**config.mk**
```make
export PLATFORM = sky130hd
export DESIGN_NAME = bus_arb_wdt
export DESIGN_NICKNAME = d
export VERILOG_FILES = /design/src/rtl/bus_arb_wdt.sv
export SDC_FILE = /design/constraint.sdc
export NUM_CORES = 1
export LEC_CHECK = 0
export BUFFER_PORTS_ARGS = -buffer_cell sky130_fd_sc_hd__buf_2
export CELL_PAD_IN_SITES_DETAIL_PLACEMENT = 1
export CELL_PAD_IN_SITES_GLOBAL_PLACEMENT = 2
export CORE_ASPECT_RATIO = 0.5
export CORE_UTILIZATION = 36
export CTS_BUF_LIST = sky130_fd_sc_hd__clkbuf_4 sky130_fd_sc_hd__clkbuf_8
export DETAILED_ROUTE_END_ITERATION = 7
export PLACE_DENSITY_LB_ADDON = 0.1
export SYNTH_ARGS = -nofsm -noshare
export SYNTH_HDL_FRONTEND = slang
export SYNTH_SLANG_ARGS = --single-unit
```
**constraint.sdc**
```tcl
create_clock -name clk -period 2.6 [get_ports clk]
set_input_delay 0.26 -clock clk [delete_from_list [all_inputs] [get_ports clk]]
set_output_delay 0.26 -clock clk [all_outputs]
set_load 0.02 [all_outputs]
```
**src/rtl/bus_arb_wdt.sv**
```systemverilog
// Round-robin arbiter for four masters with hold-limit preemption and a slave-ready watchdog.
// A stalled transfer is terminated with a forced ready and a one-cycle bus error pulse.
module bus_arb_wdt #(
    parameter int TIMEOUT    = 255,
    parameter int TO_WIDTH   = 8,
    parameter int MAX_HOLD   = 64,
    parameter int HOLD_WIDTH = 7
) (
    input  logic       clk,
    input  logic       reset_,
    input  logic       m0Req_,
    input  logic       m1Req_,
    input  logic       m2Req_,
    input  logic       m3Req_,
    output logic       m0Grnt_,
    output logic       m1Grnt_,
    output logic       m2Grnt_,
    output logic       m3Grnt_,
    input  logic       sAs_,
    input  logic       mRdy_,
    output logic       toRdy_,
    output logic       busErr,
    output logic [1:0] errMaster,
    output logic [7:0] errCnt,
    output logic       busy
);

    typedef enum logic [1:0] {IDLE, GRANT, XFER, ERR} state_t;

    state_t                state, state_next;
    logic [1:0]            owner, owner_next;
    logic [1:0]            last_owner, last_owner_next;
    logic [1:0]            err_master, err_master_next;
    logic [7:0]            err_cnt, err_cnt_next;
    logic [TO_WIDTH-1:0]   wd_cnt, wd_next;
    logic [HOLD_WIDTH-1:0] hold_cnt, hold_next;

    logic [3:0] req;
    logic       own_req;
    logic       other_req;
    logic [1:0] pick;
    logic [1:0] cand;
    logic       found;

    assign req       = ~{m3Req_, m2Req_, m1Req_, m0Req_};
    assign own_req   = req[owner];
    assign other_req = |(req & ~(4'b0001 << owner));

    // Search starts just after the previous owner so every master gets a turn.
    always_comb begin
        pick  = last_owner;
        found = 1'b0;
        cand  = last_owner;
        for (int i = 1; i <= 4; i++) begin
            cand = last_owner + 2'(i);
            if (!found && req[cand]) begin
                pick  = cand;
                found = 1'b1;
            end
        end
    end

    always_ff @(posedge clk or negedge reset_) begin
        if (!reset_) begin
            state      <= IDLE;
            owner      <= 2'd0;
            last_owner <= 2'd3;
            err_master <= 2'd0;
            err_cnt    <= 8'd0;
            wd_cnt     <= '0;
            hold_cnt   <= '0;
        end else begin
            state      <= state_next;
            owner      <= owner_next;
            last_owner <= last_owner_next;
            err_master <= err_master_next;
            err_cnt    <= err_cnt_next;
            wd_cnt     <= wd_next;
            hold_cnt   <= hold_next;
        end
    end

    always_comb begin
        state_next      = state;
        owner_next      = owner;
        last_owner_next = last_owner;
        err_master_next = err_master;
        err_cnt_next    = err_cnt;
        wd_next         = wd_cnt;
        hold_next       = hold_cnt;
        case (state)
            IDLE: begin
                if (found) begin
                    state_next = GRANT;
                    owner_next = pick;
                    hold_next  = '0;
                end
            end
            GRANT: begin
                if (!sAs_) begin
                    state_next = XFER;
                    wd_next    = '0;
                end else if (!own_req) begin
                    state_next      = IDLE;
                    last_owner_next = owner;
                end else if (other_req) begin
                    if (hold_cnt == HOLD_WIDTH'(MAX_HOLD - 1)) begin
                        state_next      = IDLE;
                        last_owner_next = owner;
                    end else begin
                        hold_next = hold_cnt + 1'b1;
                    end
                end else begin
                    hold_next = '0;
                end
            end
            XFER: begin
                // Ready takes precedence over an expiring watchdog in the same cycle.
                if (!mRdy_) begin
                    state_next = GRANT;
                    wd_next    = '0;
                end else if (wd_cnt == TO_WIDTH'(TIMEOUT - 1)) begin
                    state_next      = ERR;
                    err_master_next = owner;
                    err_cnt_next    = (err_cnt == 8'hFF) ? err_cnt : err_cnt + 8'd1;
                end else begin
                    wd_next = wd_cnt + 1'b1;
                end
            end
            ERR: begin
                state_next      = IDLE;
                last_owner_next = owner;
                wd_next         = '0;
            end
            default: state_next = IDLE;
        endcase
    end

    assign busy      = (state != IDLE);
    assign m0Grnt_   = !(busy && owner == 2'd0);
    assign m1Grnt_   = !(busy && owner == 2'd1);
    assign m2Grnt_   = !(busy && owner == 2'd2);
    assign m3Grnt_   = !(busy && owner == 2'd3);
    assign busErr    = (state == ERR);
    assign toRdy_    = !(state == ERR);
    assign errMaster = err_master;
    assign errCnt    = err_cnt;

endmodule

```
# [After elaboration in Yosys (flattened, before gate mapping)]
# Cells that the tools add are included.
[word_totals] elab_cells=113 out_inout_bits=17 regBits=31
[op_classes] mux=41 n_addsub=6 magnitude_cmp=5 bitwise_logic=4 n_eq_ne=20 n_reduce_logical=29 shift=1
[ops] operator="2-to-1 mux 7 bit" count=5
[ops] operator="2-to-1 mux 2 bit" count=15
[ops] operator="2-to-1 mux 8 bit" count=3
[ops] operator="case mux 8 bit (3 select lines)" count=1
[ops] operator="adder 8 x 1 -> 8 bit (second input constant)" count=2
[ops] operator="== test 8 bit (second input constant)" count=2
[ops] operator="less-than comparator 2 x 3 -> 1 bit (second input constant)" count=5
[ops] operator="!= test 3 bit (second input constant)" count=5
[ops] operator="case mux 7 bit (2 select lines)" count=1
[ops] operator="AND reduction 4 bit" count=3
[ops] operator="binary-select mux 1 bit (select 2 bit)" count=5
[ops] operator="2-to-1 mux 1 bit" count=9
[ops] operator="== test 2 bit (second input constant)" count=4
[ops] operator="zero test 1 bit" count=8
[ops] operator="!= test 2 bit (second input constant)" count=4
[ops] operator="!= test 4 bit (second input constant)" count=2
[ops] operator="NOT 4 bit" count=2
[ops] operator="case mux 2 bit (4 select lines)" count=1
[ops] operator="adder 7 x 1 -> 7 bit (second input constant)" count=1
[ops] operator="== test 7 x 6 -> 1 bit (second input constant)" count=1
[ops] operator="logical AND 1 bit" count=7
[ops] operator="AND reduction 3 bit" count=2
[ops] operator="nonzero test 2 bit" count=3
[ops] operator="AND reduction 5 bit" count=1
[ops] operator="other kinds (11)" count=14

# [Depth between registers and ports, before layout]
# Gate-level depths: netlist (run 1).
[logic_depth] word_depth=15 ltp_mapped=8 depth_no_buf=8

# [Worst setup path before layout (run 1)]
# OpenSTA, ideal clock, no wires.
[synth_timing] path_kind="register to register" startpoint="register hold_cnt[0]" endpoint="register hold_cnt[5]" slack_ps=707 period_less_slack_ps=1893 arrival_time_ps=1769 path_buffers=0 setup_time_ps=124 stages_incl_launch_ff=8 cell_sequence="dfrtp_1 > ha_1 > nand3_1 > nor3_1 > a31oi_4 > a32oi_4 > nor4_1 > a211o_1"
[synth_via] elab_chain_cells=6 elab_cells_between_ends=9 cone_classes="1 x add/sub; 2 x eq/ne; 5 x mux; 1 x reduce/logical"
[synth_rtl] item="start, declared" line="36" source="logic [HOLD_WIDTH-1:0] hold_cnt, hold_next;"
[synth_rtl] item="start signal, assigned" line="79" source="hold_cnt <= hold_next;"
[synth_rtl] item="adder 7 x 1 -> 7 bit" line="111" source="hold_next = hold_cnt + 1'b1;"
[synth_rtl] item="2-to-1 mux 7 bit" line="107" source="if (hold_cnt == HOLD_WIDTH'(MAX_HOLD - 1)) begin"
[synth_rtl] item="2-to-1 mux 7 bit" line="106" source="end else if (other_req) begin"
[synth_rtl] item="2-to-1 mux 7 bit" line="103" source="end else if (!own_req) begin"
[synth_rtl] item="2-to-1 mux 7 bit" line="100" source="if (!sAs_) begin"
[synth_rtl] item="case mux 7 bit (2 select lines)" line="91" source="case (state)"
# Parallel ways exist; a longest one is shown, timed or not. The select of a mux whose other input is x is not followed.
# A chain may end at the register's enable or synchronous reset.

# [Worst setup path in the final report (run 1)]
[layout_timing] startpoint="register owner[0]" endpoint="register hold_cnt[5]"
[layout_via] elab_chain_cells=8 elab_cells_between_ends=13 cone_classes="2 x eq/ne; 1 x shift; 6 x mux; 2 x bitwise; 2 x reduce/logical"
[layout_rtl] item="start, declared" line="31" source="logic [1:0] owner, owner_next;"
[layout_rtl] item="start signal, assigned" line="74" source="owner <= owner_next;"
[layout_rtl] item="<< shifter 1 x 2 -> 4 bit" line="47" source="assign other_req = |(req & ~(4'b0001 << owner));"
[layout_rtl] item="NOT 4 bit" line="47"
[layout_rtl] item="AND 4 bit" line="47"
[layout_rtl] item="OR reduction 4 bit" line="47"
[layout_rtl] item="2-to-1 mux 7 bit" line="106"
[layout_rtl] item="2-to-1 mux 7 bit" line="103"
[layout_rtl] item="2-to-1 mux 7 bit" line="100"
[layout_rtl] item="case mux 7 bit (2 select lines)" line="91"
# Parallel ways exist; a longest one is shown, timed or not. The select of a mux whose other input is x is not followed.

==> metrics.txt, run 1 <==
# TYPE chip_impl_metric gauge
chip_impl_info{name="outcome",value="complete, no violations"} 1
chip_impl_metric{name="yosys_warnings",unit=""} 0
chip_impl_metric{name="netlist_instances",unit=""} 180
chip_impl_info{name="grt_setup_unrepaired",value="false"} 1
chip_impl_metric{name="multi_input_area",unit="µm²"} 892.1
chip_impl_metric{name="final-max-slew-violation-count",unit=""} 0
chip_impl_metric{name="areaGrowthSynthToFinish",unit="%"} 15.24
chip_impl_metric{name="leakage",unit="nW"} 0.9245
chip_impl_metric{name="final_layout_size_suffix_gt1_share",unit="%"} 21.15
chip_impl_metric{name="cts_bufs_inserted",unit=""} 5
chip_impl_metric{name="n_fill_cell",unit=""} 524
chip_impl_metric{name="post_cts_buffers",unit=""} 0
chip_impl_metric{name="core.rowCount",unit=""} 17
chip_impl_metric{name="vdd_ir_drop_max",unit="mV"} 0.4008
chip_impl_metric{name="die_area",unit="µm²"} 5040
chip_impl_metric{name="dieWidth",unit="µm"} 99.41
chip_impl_metric{name="finalHoldViolations",unit=""} 0
chip_impl_metric{name="antenna_found_initial",unit=""} 0
chip_impl_metric{name="clkLatencyLatePin",unit="ps"} 280
chip_impl_metric{name="post_layout_nonfiller_instances",unit=""} 265
chip_impl_metric{name="yosys.area.top_type_share",unit="%"} 42.49
chip_impl_metric{name="dieHeight",unit="µm"} 50.71
chip_impl_info{name="cts_tree",value="yes"} 1
chip_impl_metric{name="data_required_time_of_the_worst_path",unit="ps"} 2760
chip_impl_metric{name="period_minus_slack",unit="ps"} 2139
chip_impl_metric{name="worst-r2r-cell-count",unit=""} 6
chip_impl_metric{name="num_vias",unit=""} 1403
chip_impl_info{name="mostFrequentLayoutCells",value="29 x sky130_fd_sc_hd__dfrtp_1, 24 x sky130_fd_sc_hd__nand2_1, 24 x sky130_fd_sc_hd__buf_2"} 1
chip_impl_info{name="hold_class",value="primary input to async pin"} 1
chip_impl_info{name="cells_along_the_critical_path",value="mux2_2, nand4_1, a31oi_4, a32oi_4, nor4_1, a211o_1"} 1
chip_impl_metric{name="timing.reg2reg.setup_slack",unit="ps"} 460
chip_impl_metric{name="ctsLongestPathBuffers",unit=""} 2
chip_impl_metric{name="final_stage_net_count",unit=""} 220
chip_impl_metric{name="via_count_of_the_first_global_routing_pass",unit=""} 1408
chip_impl_metric{name="dr.pass1.iters",unit=""} 4
chip_impl_metric{name="fin_crit_sh",unit="%"} 82.26
chip_impl_metric{name="cts.htree.levels",unit=""} 2
chip_impl_metric{name="yosys.area_share.adder",unit="%"} 2.930
chip_impl_metric{name="grt.overflow.total",unit=""} 0
chip_impl_metric{name="max_slew_margin",unit="%"} 52.27
chip_impl_metric{name="holdWs",unit="ps"} 30.93
chip_impl_metric{name="setup_total_negative_slack",unit="ps"} 0
chip_impl_metric{name="dp_hpwl",unit="mm"} 2.891
chip_impl_metric{name="core_area",unit="µm²"} 4467
chip_impl_metric{name="tightest_slew",unit="ps"} 716.0
chip_impl_metric{name="synth_sequential_area_ratio",unit="%"} 45.57
chip_impl_metric{name="grt_usage",unit="%"} 17.74
chip_impl_info{name="main_combinational_cell_family_by_area_after_synthesis",value="simple AND/OR/NAND/NOR gates"} 1
chip_impl_info{name="timing.critical_path.slowest_stage_cell",value="sky130_fd_sc_hd__dfrtp_1"} 1
chip_impl_metric{name="fmax",unit="MHz"} 467.6
chip_impl_info{name="cp-end-kind",value="flop"} 1
chip_impl_info{name="worst-setup-path-type",value="flop to flop"} 1
chip_impl_metric{name="cts_hold_buf",unit=""} 0
chip_impl_metric{name="antennaDiodeCount",unit=""} 0
chip_impl_metric{name="drv.max_cap_violation_count",unit=""} 0
chip_impl_metric{name="synth.net_count",unit=""} 192
chip_impl_metric{name="area.sequential",unit="µm²"} 778.2
chip_impl_info{name="worstReg2RegStart",value="owner[0]"} 1
chip_impl_metric{name="initial_core_util",unit="%"} 38.24
chip_impl_metric{name="postSynthAreaPerCell",unit="µm²"} 9.488
chip_impl_metric{name="ios",unit=""} 25
chip_impl_info{name="yosys_most_used_dff",value="sky130_fd_sc_hd__dfrtp_1"} 1
chip_impl_metric{name="critPathMaxStageDelay",unit="ps"} 560
chip_impl_info{name="startpoint_types",value="flop"} 1
chip_impl_metric{name="postSynthRegisterBits",unit=""} 31
chip_impl_metric{name="cp_data_arrival_time",unit="ps"} 2300
chip_impl_metric{name="dp.cells",unit=""} 258
chip_impl_metric{name="fin_worst_skew",unit="ps"} 3.756
chip_impl_metric{name="yosys-mux-area-fraction",unit="%"} 5.275
chip_impl_metric{name="synth_cell_type_count",unit=""} 38
chip_impl_metric{name="complex_gate_fraction_of_the_synthesized_area",unit="%"} 12.97
chip_impl_metric{name="detailedRoute.firstIterationViolations",unit=""} 54
chip_impl_metric{name="place.port_buffers",unit=""} 24
chip_impl_metric{name="vias_per_cell",unit=""} 5.294
chip_impl_metric{name="grt_pass1_wl",unit="mm"} 6.831
chip_impl_info{name="rr_endpoint",value="hold_cnt[5]"} 1
chip_impl_metric{name="asyncSetResetFlopFracSynth",unit="%"} 100.0
chip_impl_metric{name="remaining_drc_errors",unit=""} 0
chip_impl_info{name="synthTopCellsByArea",value="sky130_fd_sc_hd__dfrtp_1 42%, sky130_fd_sc_hd__nand2_1 5.3%, sky130_fd_sc_hd__nand3_1 4.4%, sky130_fd_sc_hd__nor2_1 4.2%, sky130_fd_sc_hd__xor2_1 4.1%"} 1
chip_impl_metric{name="xor_and_xnor_area_share_after_synthesis",unit="%"} 5.641
chip_impl_metric{name="postLayoutSetupSlackWorst",unit="ps"} 461.2
chip_impl_metric{name="detail-route-antenna-nets",unit=""} 0
chip_impl_metric{name="synthSimpleGateAreaFrac",unit="%"} 25.42
chip_impl_metric{name="synth-edff-count",unit=""} 0
chip_impl_metric{name="cts-resized-gates",unit=""} 0
chip_impl_metric{name="largest_net_degree_at_the_start_of_global_routing",unit=""} 32
chip_impl_metric{name="clock_sink_count",unit=""} 31
chip_impl_metric{name="wire_per_inst",unit="µm"} 14.90
chip_impl_metric{name="clk_pin_slew",unit="ps"} 70
chip_impl_info{name="layout.cells.most_common",value="sky130_fd_sc_hd__dfrtp_1"} 1
chip_impl_metric{name="wl",unit="mm"} 3.948
chip_impl_metric{name="p_per_area",unit="nW/µm²"} 866.8
chip_impl_info{name="synth.largest_area_cell",value="sky130_fd_sc_hd__dfrtp_1"} 1
chip_impl_metric{name="total_setup_violations_reported_at_the_end_of_the_flow",unit=""} 0
chip_impl_metric{name="synthesis.area",unit="µm²"} 1708
chip_impl_metric{name="preCtsSetupSlack",unit="ps"} 456.3
chip_impl_metric{name="place_congestion",unit=""} 0.7390
chip_impl_info{name="clk_root_buffer_cell",value="sky130_fd_sc_hd__clkbuf_8"} 1
chip_impl_metric{name="timing.critical_path.fanout_max",unit=""} 11
==> sequential cells by signal (all words and copies together) (netlist names) <==
| register | count |
|---|---|
| state | 2 |
| owner | 2 |
| hold_cnt | 7 |
| last_owner | 2 |
| wd_cnt | 8 |
| errMaster | 2 |
| errCnt | 8 |
==> kinds of logic (layout without fill, tap and decap cells) <==
| family | count (synthesis) | count (layout) |
|---|---|---|
| compound gates | 30 | 30 |
| buf+inv | 8 | 36 |
| simple gates | 89 | 89 |
| xor+xnor | 11 | 11 |
| fa+ha+maj | 4 | 4 |
| flops | 31 | 31 |
| mux | 7 | 7 |
==> area by class of cell <==
type / count / share of cell area (%)
clock inverters: 1 / 0.2543
multi-input cells: 141 / 45.33
flip-flops and latches: 31 / 39.54
well taps: 57 / 3.624
clock buffers: 6 / 4.196
repair buffers: 24 / 6.103
inverters: 5 / 0.9536
==> through the flow <==
| stage | utilization, % | instance area, µm² | power, mW |
|---|---|---|---|
| 6_report | 44.06 | 1968 | 1.706 |
| 2_1_floorplan | - | 1708 | 1.156 |
| 3_5_place_dp | 42.10 | 1881 | 1.337 |
| 3_3_place_gp | 42.10 | 1881 | 1.312 |
| 4_1_cts | 44.06 | 1968 | 1.731 |
| 5_1_grt | 44.06 | 1968 | 1.831 |
==> metal layers <==
metal,global-route usage (%),share of wire (%)
met5,0,0
met1,24.83,52
met3,4.596,2.9
met2,27.31,45
met4,4.412,0.48
==> cell usage after synthesis, types with 3 or more instances <==
library cell / number
sky130_fd_sc_hd__o21ai_0: 13
sky130_fd_sc_hd__nand2_1: 24
sky130_fd_sc_hd__ha_1: 4
sky130_fd_sc_hd__nor2_1: 19
sky130_fd_sc_hd__xnor2_1: 3
sky130_fd_sc_hd__mux2_2: 6
sky130_fd_sc_hd__o21ai_1: 4
sky130_fd_sc_hd__xor2_1: 8
sky130_fd_sc_hd__or3_1: 3
sky130_fd_sc_hd__dfrtp_1: 29
sky130_fd_sc_hd__nor2b_1: 4
sky130_fd_sc_hd__nand4_1: 6
sky130_fd_sc_hd__nand3_1: 15
sky130_fd_sc_hd__nor3_1: 4
sky130_fd_sc_hd__inv_1: 5
sky130_fd_sc_hd__nand2b_1: 4
==> critical path: cells and delay by family (launching register included) <==
family	cells	cell delay [ps]
flip-flops	1	560
AO/OA/AOI/OAI	3	800
AND/OR/NAND/NOR	2	280
multiplexers	1	380
==> report_power, final <==
group | total [mW] | internal, mW | switching [mW] | leakage (nW)
registers | 0.694 | 0.565 | 0.128 | 0.418
clock network | 0.387 | 0.208 | 0.180 | 0.0470
logic | 0.625 | 0.238 | 0.387 | 0.460
==> how the worst max path moves through the flow <==
stage	start	end	slack, ps	cells after the start
5_1_grt	state[0]	errCnt[7]	290	6
3_3_place_gp	owner[0]	hold_cnt[3]	510	5
6_report	owner[0]	hold_cnt[5]	460	6
4_1_cts	owner[0]	hold_cnt[3]	440	5
2_1_floorplan	hold_cnt[0]	hold_cnt[5]	710	7
3_5_place_dp	owner[0]	hold_cnt[3]	460	5
Note: power is estimated with default switching activity, not from simulation.
==> run 2, diff against run 1 <==
- clock period: 2.6 -> 2.15 ns (I/O delays scaled with it)
==> run 2 against run 1 <==
Against the previous run:
- core utilization up 1.8 points
- routed wire length shrank 1.9%
- clock skew is 4.8 ps higher
- global-route usage decreased by 0.56 points
- critical path depth increased by 1
- largest power group is now combinational logic
- die area is the same
- power is 32% higher
- sequential share of layout area decreased by 1.5 points
- non-clock buffer count is 5 higher
- critical endpoint unchanged
- combinational power up 34%
- via count is 0.50% lower
- largest cell class unchanged
==> metrics.txt, run 2 (same netlist as run 1, synthesis figures left out) <==
# TYPE chip_impl_metric gauge
chip_impl_info{name="outcome",value="complete, no violations"} 1
chip_impl_metric{name="fin_crit_sh",unit="%"} 90.84
chip_impl_metric{name="remaining_drc_errors",unit=""} 0
chip_impl_metric{name="die_area",unit="µm²"} 5040
chip_impl_metric{name="place_congestion",unit=""} 0.7685
chip_impl_metric{name="place.port_buffers",unit=""} 24
chip_impl_metric{name="grt.overflow.total",unit=""} 0
chip_impl_metric{name="p_per_area",unit="nW/µm²"} 1097
chip_impl_metric{name="dieHeight",unit="µm"} 50.71
chip_impl_metric{name="final_layout_size_suffix_gt1_share",unit="%"} 23.83
chip_impl_metric{name="met2_wirelength",unit="mm"} 1.692
chip_impl_metric{name="areaGrowthSynthToFinish",unit="%"} 19.93
chip_impl_metric{name="fmax",unit="MHz"} 512.0
chip_impl_metric{name="antennaDiodeCount",unit=""} 0
chip_impl_info{name="cts_tree",value="yes"} 1
chip_impl_metric{name="multi_input_area",unit="µm²"} 902.1
chip_impl_metric{name="total_setup_violations_reported_at_the_end_of_the_flow",unit=""} 0
chip_impl_metric{name="detailedRoute.firstIterationViolations",unit=""} 30
chip_impl_info{name="grt_setup_unrepaired",value="false"} 1
chip_impl_metric{name="ctsLongestPathBuffers",unit=""} 2
chip_impl_metric{name="vdd_ir_drop_max",unit="mV"} 0.4146
chip_impl_metric{name="worst_hold_path.num_cells",unit=""} 3
chip_impl_metric{name="dr.pass1.iters",unit=""} 4
chip_impl_metric{name="final_stage_net_count",unit=""} 225
chip_impl_metric{name="clock_sink_count",unit=""} 31
chip_impl_metric{name="grt_usage",unit="%"} 17.18
chip_impl_metric{name="n_fill_cell",unit=""} 544
chip_impl_metric{name="metal1_wirelength",unit="mm"} 2.029
chip_impl_metric{name="cts.htree.levels",unit=""} 2
chip_impl_info{name="holdCritStartpoint",value="sAs_"} 1
chip_impl_metric{name="final-max-slew-violation-count",unit=""} 0
chip_impl_info{name="worst-setup-path-type",value="flop to flop"} 1
chip_impl_info{name="layout.cells.most_common",value="sky130_fd_sc_hd__dfrtp_1"} 1
chip_impl_metric{name="dieWidth",unit="µm"} 99.41
chip_impl_metric{name="critPathMaxStageDelay",unit="ps"} 400
chip_impl_metric{name="leakage",unit="nW"} 0.9627
chip_impl_info{name="cp-end-kind",value="flop"} 1
chip_impl_metric{name="cts_bufs_inserted",unit=""} 5
chip_impl_metric{name="grt_pass1_wl",unit="mm"} 6.520
chip_impl_metric{name="dp_hpwl",unit="mm"} 2.863
chip_impl_metric{name="core.rowCount",unit=""} 17
chip_impl_metric{name="antenna_found_initial",unit=""} 0
chip_impl_metric{name="post_cts_buffers",unit=""} 0
chip_impl_info{name="clk_root_buffer_cell",value="sky130_fd_sc_hd__clkbuf_8"} 1
chip_impl_metric{name="area.sequential",unit="µm²"} 778.2
chip_impl_metric{name="detail-route-antenna-nets",unit=""} 0
chip_impl_info{name="hold_class",value="primary input to flop"} 1
chip_impl_metric{name="num_vias",unit=""} 1396
chip_impl_info{name="hold_path_endpoint",value="state[0]"} 1
chip_impl_metric{name="via_count_of_the_first_global_routing_pass",unit=""} 1373
chip_impl_metric{name="fin_worst_skew",unit="ps"} 8.599
chip_impl_metric{name="wl",unit="mm"} 3.872
chip_impl_info{name="cells_along_the_critical_path",value="ha_1, nand3_1, nor3_2, a31oi_4, a32oi_4, nor4_1, a211o_1"} 1
chip_impl_info{name="startpoint_types",value="flop"} 1
chip_impl_metric{name="initial_core_util",unit="%"} 38.24
chip_impl_metric{name="tightest_slew",unit="ps"} 708.7
chip_impl_info{name="worstReg2RegStart",value="hold_cnt[0]"} 1
chip_impl_metric{name="wire_per_inst",unit="µm"} 14.29
chip_impl_metric{name="worst-r2r-cell-count",unit=""} 7
chip_impl_metric{name="cp_data_arrival_time",unit="ps"} 2120
chip_impl_metric{name="max_slew_margin",unit="%"} 52.75
chip_impl_metric{name="ios",unit=""} 25
chip_impl_info{name="rr_endpoint",value="hold_cnt[5]"} 1
chip_impl_info{name="mostFrequentLayoutCells",value="29 x sky130_fd_sc_hd__dfrtp_1, 24 x sky130_fd_sc_hd__nand2_1, 24 x sky130_fd_sc_hd__buf_2"} 1
chip_impl_metric{name="final_core_utilization",unit="%"} 45.85
chip_impl_metric{name="clkLatencyLatePin",unit="ps"} 280
chip_impl_metric{name="finalHoldViolations",unit=""} 0
chip_impl_metric{name="core_area",unit="µm²"} 4467
chip_impl_metric{name="period_minus_slack",unit="ps"} 1953
chip_impl_info{name="dr.max_layer_used",value="met4"} 1
chip_impl_metric{name="drv.max_cap_violation_count",unit=""} 0
chip_impl_info{name="timing.critical_path.slowest_stage_cell",value="sky130_fd_sc_hd__dfrtp_1"} 1
chip_impl_metric{name="timing.critical_path.fanout_max",unit=""} 7
chip_impl_metric{name="largest_net_degree_at_the_start_of_global_routing",unit=""} 32
chip_impl_metric{name="data_required_time_of_the_worst_path",unit="ps"} 2320
chip_impl_metric{name="clk_pin_slew",unit="ps"} 70
chip_impl_metric{name="dr_wl_met3",unit="µm"} 99
chip_impl_metric{name="vias_per_cell",unit=""} 5.151
chip_impl_metric{name="setup_total_negative_slack",unit="ps"} 0
chip_impl_metric{name="timing.reg2reg.setup_slack",unit="ps"} 200
[run 2: changes by cell type in the layout (fill, tap and decap cells not counted), sizes merged]
| cell | before | now |
|---|---|---|
| buf | 24 | 28 |
| bufinv | 0 | 1 |
| dlygate4sd3 | 0 | 1 |
[run 2: where the power goes]
group	leakage (nW)	switching (mW)	total (mW)	internal [mW]
clock	0.0612	0.226	0.601	0.375
sequential	0.418	0.127	0.811	0.684
combinational	0.484	0.501	0.835	0.334
total	0.963	0.854	2.25	1.39
[run 2: per-layer routing]
metal / up-vias / GRT usage [%]
met4: 0 / 5.882
met3: 7 / 4.596
met5: - / 0
li1: 699 / -
met2: 18 / 26.62
met1: 672 / 23.29
[run 2: worst max path at each step]
stage | from | endpoint | slack (ps) | depth (start not counted)
4_1_cts | hold_cnt[0] | hold_cnt[5] | 90 | 7
6_report | hold_cnt[0] | hold_cnt[5] | 200 | 7
3_5_place_dp | hold_cnt[0] | hold_cnt[5] | 100 | 7
2_1_floorplan | hold_cnt[0] | hold_cnt[5] | 260 | 7
3_3_place_gp | hold_cnt[0] | hold_cnt[5] | 180 | 7
5_1_grt | wd_cnt[0] | errCnt[7] | 2 | 8
[run 2: cell type report]
| class | count | area share (%) |
|---|---|---|
| inverter | 5 | 0.9163 |
| timing repair buffer | 29 | 7.819 |
| multi-input combinational | 141 | 44.04 |
| tap | 57 | 3.482 |
| clock inverter | 2 | 1.710 |
| sequential | 31 | 38.00 |
| clock buffer | 6 | 4.032 |
[run 2: what timing repair did]
item / CTS / global route
resized for setup: 0 / 2
endpoints found under the hold margin: 18 / 0
hold buffers: 1 / 0
endpoints found under the setup margin: 0 / 7
[run 2: per-stage QoR]
stage	instance area, µm²	hold WS, ps	std cells	power, mW	setup WS [ps]
2_1_floorplan	1708	-80.59	180	1.398	256.6
3_3_place_gp	1911	301.6	262	1.642	178.5
3_5_place_dp	1911	306.5	262	1.673	103.0
4_1_cts	2038	273.7	271	2.285	89.69
5_1_grt	2048	292.7	271	2.412	2.036
6_report	2048	279.0	271	2.247	196.8
[run 2: critical path, delay by kind of cell, from the launching register on]
family                     cells  cell delay [ps]
AOI/OAI and AO/OA              3              710
and+or+nand+nor                3              510
DFF                            1              400
adders and majority gates      1              210
==> run 3, diff against run 2 <==
--- a/config.mk
+++ b/config.mk
@@ -10,6 +10,8 @@
 export CELL_PAD_IN_SITES_GLOBAL_PLACEMENT = 2
 export CORE_ASPECT_RATIO = 0.5
+export CORE_MARGIN = 2
 export CORE_UTILIZATION = 36
 export CTS_BUF_LIST = sky130_fd_sc_hd__clkbuf_4 sky130_fd_sc_hd__clkbuf_8
+export CTS_CLUSTER_SIZE = 24
 export DETAILED_ROUTE_END_ITERATION = 7
 export PLACE_DENSITY_LB_ADDON = 0.1
==> constraint.sdc (replaced) <==
create_clock -name clk -period 2.15 [get_ports clk]
set_input_delay 0.215 -clock clk [delete_from_list [all_inputs] [get_ports clk]]
set_output_delay 0.215 -clock clk [all_outputs]
set_load 0.005 [all_outputs]
==> run 3 against run 2 <==
Against the previous run:
- the flow now finishes with violations (hold timing)
- worst setup slack worse by 23 ps
- non-clock buffer count is 2 lower
- combinational power is 8.3% lower
- final cell count is 2.6% higher
- sequential power is 2% lower
- clock-buffer cell count is 1 higher
- critical path type unchanged
- largest power group is now registers
==> metrics.txt, run 3 (same netlist as run 1, synthesis figures left out) <==
# TYPE chip_impl_metric gauge
chip_impl_metric{name="timing.critical_path.fanout_max",unit=""} 10
chip_impl_metric{name="num_vias",unit=""} 1401
chip_impl_metric{name="clk_pin_slew",unit="ps"} 70
chip_impl_metric{name="max_slew_margin",unit="%"} 51.12
chip_impl_metric{name="total_setup_violations_reported_at_the_end_of_the_flow",unit=""} 0
chip_impl_metric{name="place.port_buffers",unit=""} 24
chip_impl_metric{name="timing.reg2reg.setup_slack",unit="ps"} 170
chip_impl_metric{name="holdWs",unit="ps"} -16.99
chip_impl_info{name="violations",value="hold timing"} 1
chip_impl_metric{name="fmax",unit="MHz"} 506.0
chip_impl_metric{name="power_frac_seq",unit="%"} 39.0
chip_impl_info{name="grt_setup_unrepaired",value="false"} 1
chip_impl_metric{name="tightest_slew",unit="ps"} 733.2
chip_impl_metric{name="period_minus_slack",unit="ps"} 1976
chip_impl_metric{name="core.rowCount",unit=""} 17
chip_impl_info{name="worst-setup-path-type",value="flop to flop"} 1
chip_impl_metric{name="postLayoutSetupSlackWorst",unit="ps"} 173.6
chip_impl_info{name="worstReg2RegStart",value="hold_cnt[0]"} 1
chip_impl_metric{name="leakage",unit="nW"} 0.9420
chip_impl_metric{name="dp_hpwl",unit="mm"} 2.884
chip_impl_metric{name="via_count_of_the_first_global_routing_pass",unit=""} 1333
chip_impl_metric{name="vias_per_cell",unit=""} 5.040
chip_impl_metric{name="netSwitchingFraction",unit="%"} 38.51
chip_impl_metric{name="antennaDiodeCount",unit=""} 0
chip_impl_info{name="outcome",value="finished, violations left"} 1
chip_impl_info{name="layout.cells.most_common",value="sky130_fd_sc_hd__dfrtp_1"} 1
chip_impl_metric{name="drv.max_cap_violation_count",unit=""} 0
chip_impl_metric{name="cts_bufs_inserted",unit=""} 5
chip_impl_metric{name="areaGrowthSynthToFinish",unit="%"} 17.80
chip_impl_metric{name="wire_per_inst",unit="µm"} 14.17
chip_impl_metric{name="dr.pass1.iters",unit=""} 4
chip_impl_metric{name="dieHeight",unit="µm"} 52.71
chip_impl_metric{name="clock_sink_count",unit=""} 31
chip_impl_metric{name="initial_core_util",unit="%"} 38.05
chip_impl_metric{name="cp_data_arrival_time",unit="ps"} 2140
chip_impl_metric{name="antenna_found_initial",unit=""} 0
chip_impl_metric{name="detail-route-antenna-nets",unit=""} 0
chip_impl_metric{name="power_frac_clock",unit="%"} 23.6
chip_impl_metric{name="final_layout_size_suffix_gt1_share",unit="%"} 23.58
chip_impl_metric{name="grt.overflow.total",unit=""} 0
chip_impl_metric{name="setup_total_negative_slack",unit="ps"} 0
chip_impl_info{name="startpoint_types",value="flop"} 1
chip_impl_metric{name="largest_net_degree_at_the_start_of_global_routing",unit=""} 32
chip_impl_metric{name="die_area",unit="µm²"} 5345
chip_impl_metric{name="power.combinational.fraction",unit="%"} 37.4
chip_impl_metric{name="worst-r2r-cell-count",unit=""} 7
chip_impl_metric{name="ios",unit=""} 25
chip_impl_metric{name="place_congestion",unit=""} 0.7550
chip_impl_metric{name="remaining_drc_errors",unit=""} 0
chip_impl_metric{name="fin_crit_sh",unit="%"} 91.92
chip_impl_metric{name="final_core_utilization",unit="%"} 44.83
chip_impl_metric{name="cts.htree.levels",unit=""} 2
chip_impl_metric{name="finalHoldViolations",unit=""} 14
chip_impl_metric{name="power.internal",unit="mW"} 1.258
chip_impl_info{name="mostFrequentLayoutCells",value="29 x sky130_fd_sc_hd__dfrtp_1, 24 x sky130_fd_sc_hd__nand2_1, 24 x sky130_fd_sc_hd__buf_2"} 1
chip_impl_metric{name="grt_pass1_wl",unit="mm"} 6.582
chip_impl_metric{name="vdd_ir_drop_max",unit="mV"} 0.3388
chip_impl_metric{name="wl",unit="mm"} 3.940
chip_impl_metric{name="clkLatencyLatePin",unit="ps"} 280
chip_impl_metric{name="core_area",unit="µm²"} 4488
chip_impl_info{name="cts_tree",value="yes"} 1
chip_impl_metric{name="p_per_area",unit="nW/µm²"} 1017
chip_impl_metric{name="grt_usage",unit="%"} 16.30
chip_impl_metric{name="ctsLongestPathBuffers",unit=""} 2
chip_impl_metric{name="dieWidth",unit="µm"} 101.4
chip_impl_metric{name="final-max-slew-violation-count",unit=""} 0
chip_impl_metric{name="net-switching-power",unit="µW"} 787.8
chip_impl_info{name="hold_class",value="primary input to async pin"} 1
chip_impl_metric{name="preCtsSetupSlack",unit="ps"} 37.61
chip_impl_info{name="rr_endpoint",value="hold_cnt[5]"} 1
chip_impl_info{name="clk_root_buffer_cell",value="sky130_fd_sc_hd__clkbuf_8"} 1
chip_impl_metric{name="fin_worst_skew",unit="ps"} 9.186
chip_impl_info{name="cp-end-kind",value="flop"} 1
chip_impl_metric{name="detailedRoute.firstIterationViolations",unit=""} 32
chip_impl_metric{name="final_stage_net_count",unit=""} 223
chip_impl_metric{name="data_required_time_of_the_worst_path",unit="ps"} 2310
==> run 3: critical path: stages, from the launching register on <==
cell and delay [ps]:
sky130_fd_sc_hd__dfrtp_1 400, sky130_fd_sc_hd__ha_1 210, sky130_fd_sc_hd__nand3_1 170, sky130_fd_sc_hd__nor3_2 250
sky130_fd_sc_hd__a31oi_4 140, sky130_fd_sc_hd__a32oi_4 340, sky130_fd_sc_hd__nor4_1 110, sky130_fd_sc_hd__a211o_1 240
==> run 3: final cells by class <==
| cell class | instances | area (µm²) |
|---|---|---|
| repair buffers | 27 | 142.6 |
| fillers | 538 | 2476 |
| flip-flops and latches | 31 | 778.2 |
| multi-input cells | 141 | 900.9 |
| inverters | 5 | 18.77 |
| well taps | 66 | 82.58 |
| clock inverters | 1 | 5.005 |
| clock buffers | 7 | 83.83 |
==> run 3: power by group through the flow <==
stage	sequential (mW)	combinational [mW]	clock, mW
final	0.798	0.766	0.482
after global routing	0.821	0.860	0.525
after CTS	0.797	0.778	0.496
after detailed placement	0.805	0.779	0
after global placement	0.800	0.754	0
after floorplan	0.762	0.566	0
==> run 3: worst max path at each step <==
stage / from / slack, ps / end
after global routing: wd_cnt[0] / 30 / errCnt[5]
after detailed placement: hold_cnt[0] / 40 / hold_cnt[5]
after CTS: hold_cnt[0] / 30 / hold_cnt[5]
after floorplan: hold_cnt[0] / 260 / hold_cnt[5]
after global placement: hold_cnt[0] / 140 / hold_cnt[5]
final: hold_cnt[0] / 170 / hold_cnt[5]
==> run 3: what timing repair did <==
action                     4_1_cts  5_1_grt
gates resized for setup          0        2
setup endpoints to repair        0        6
setup buffers                    0        0
hold buffers                     0        0
hold endpoints to repair         0        0
==> run 3: per-layer routing <==
layer	vias up	share of wire (%)	global-route usage (%)
met4	0	0.84	3.378
met5	-	0	0
met1	683	54	23.51
li1	697	-	-
met2	17	42	24.39
met3	4	2.9	4.400
==> run 3: per-stage QoR <==
step / std cells / power (mW) / instance area (µm²)
6_report: 278 / 2.046 / 2012
4_1_cts: 278 / 2.071 / 2003
3_5_place_dp: 270 / 1.584 / 1914
5_1_grt: 278 / 2.207 / 2012
2_1_floorplan: 180 / 1.328 / 1708
3_3_place_gp: 270 / 1.554 / 1914
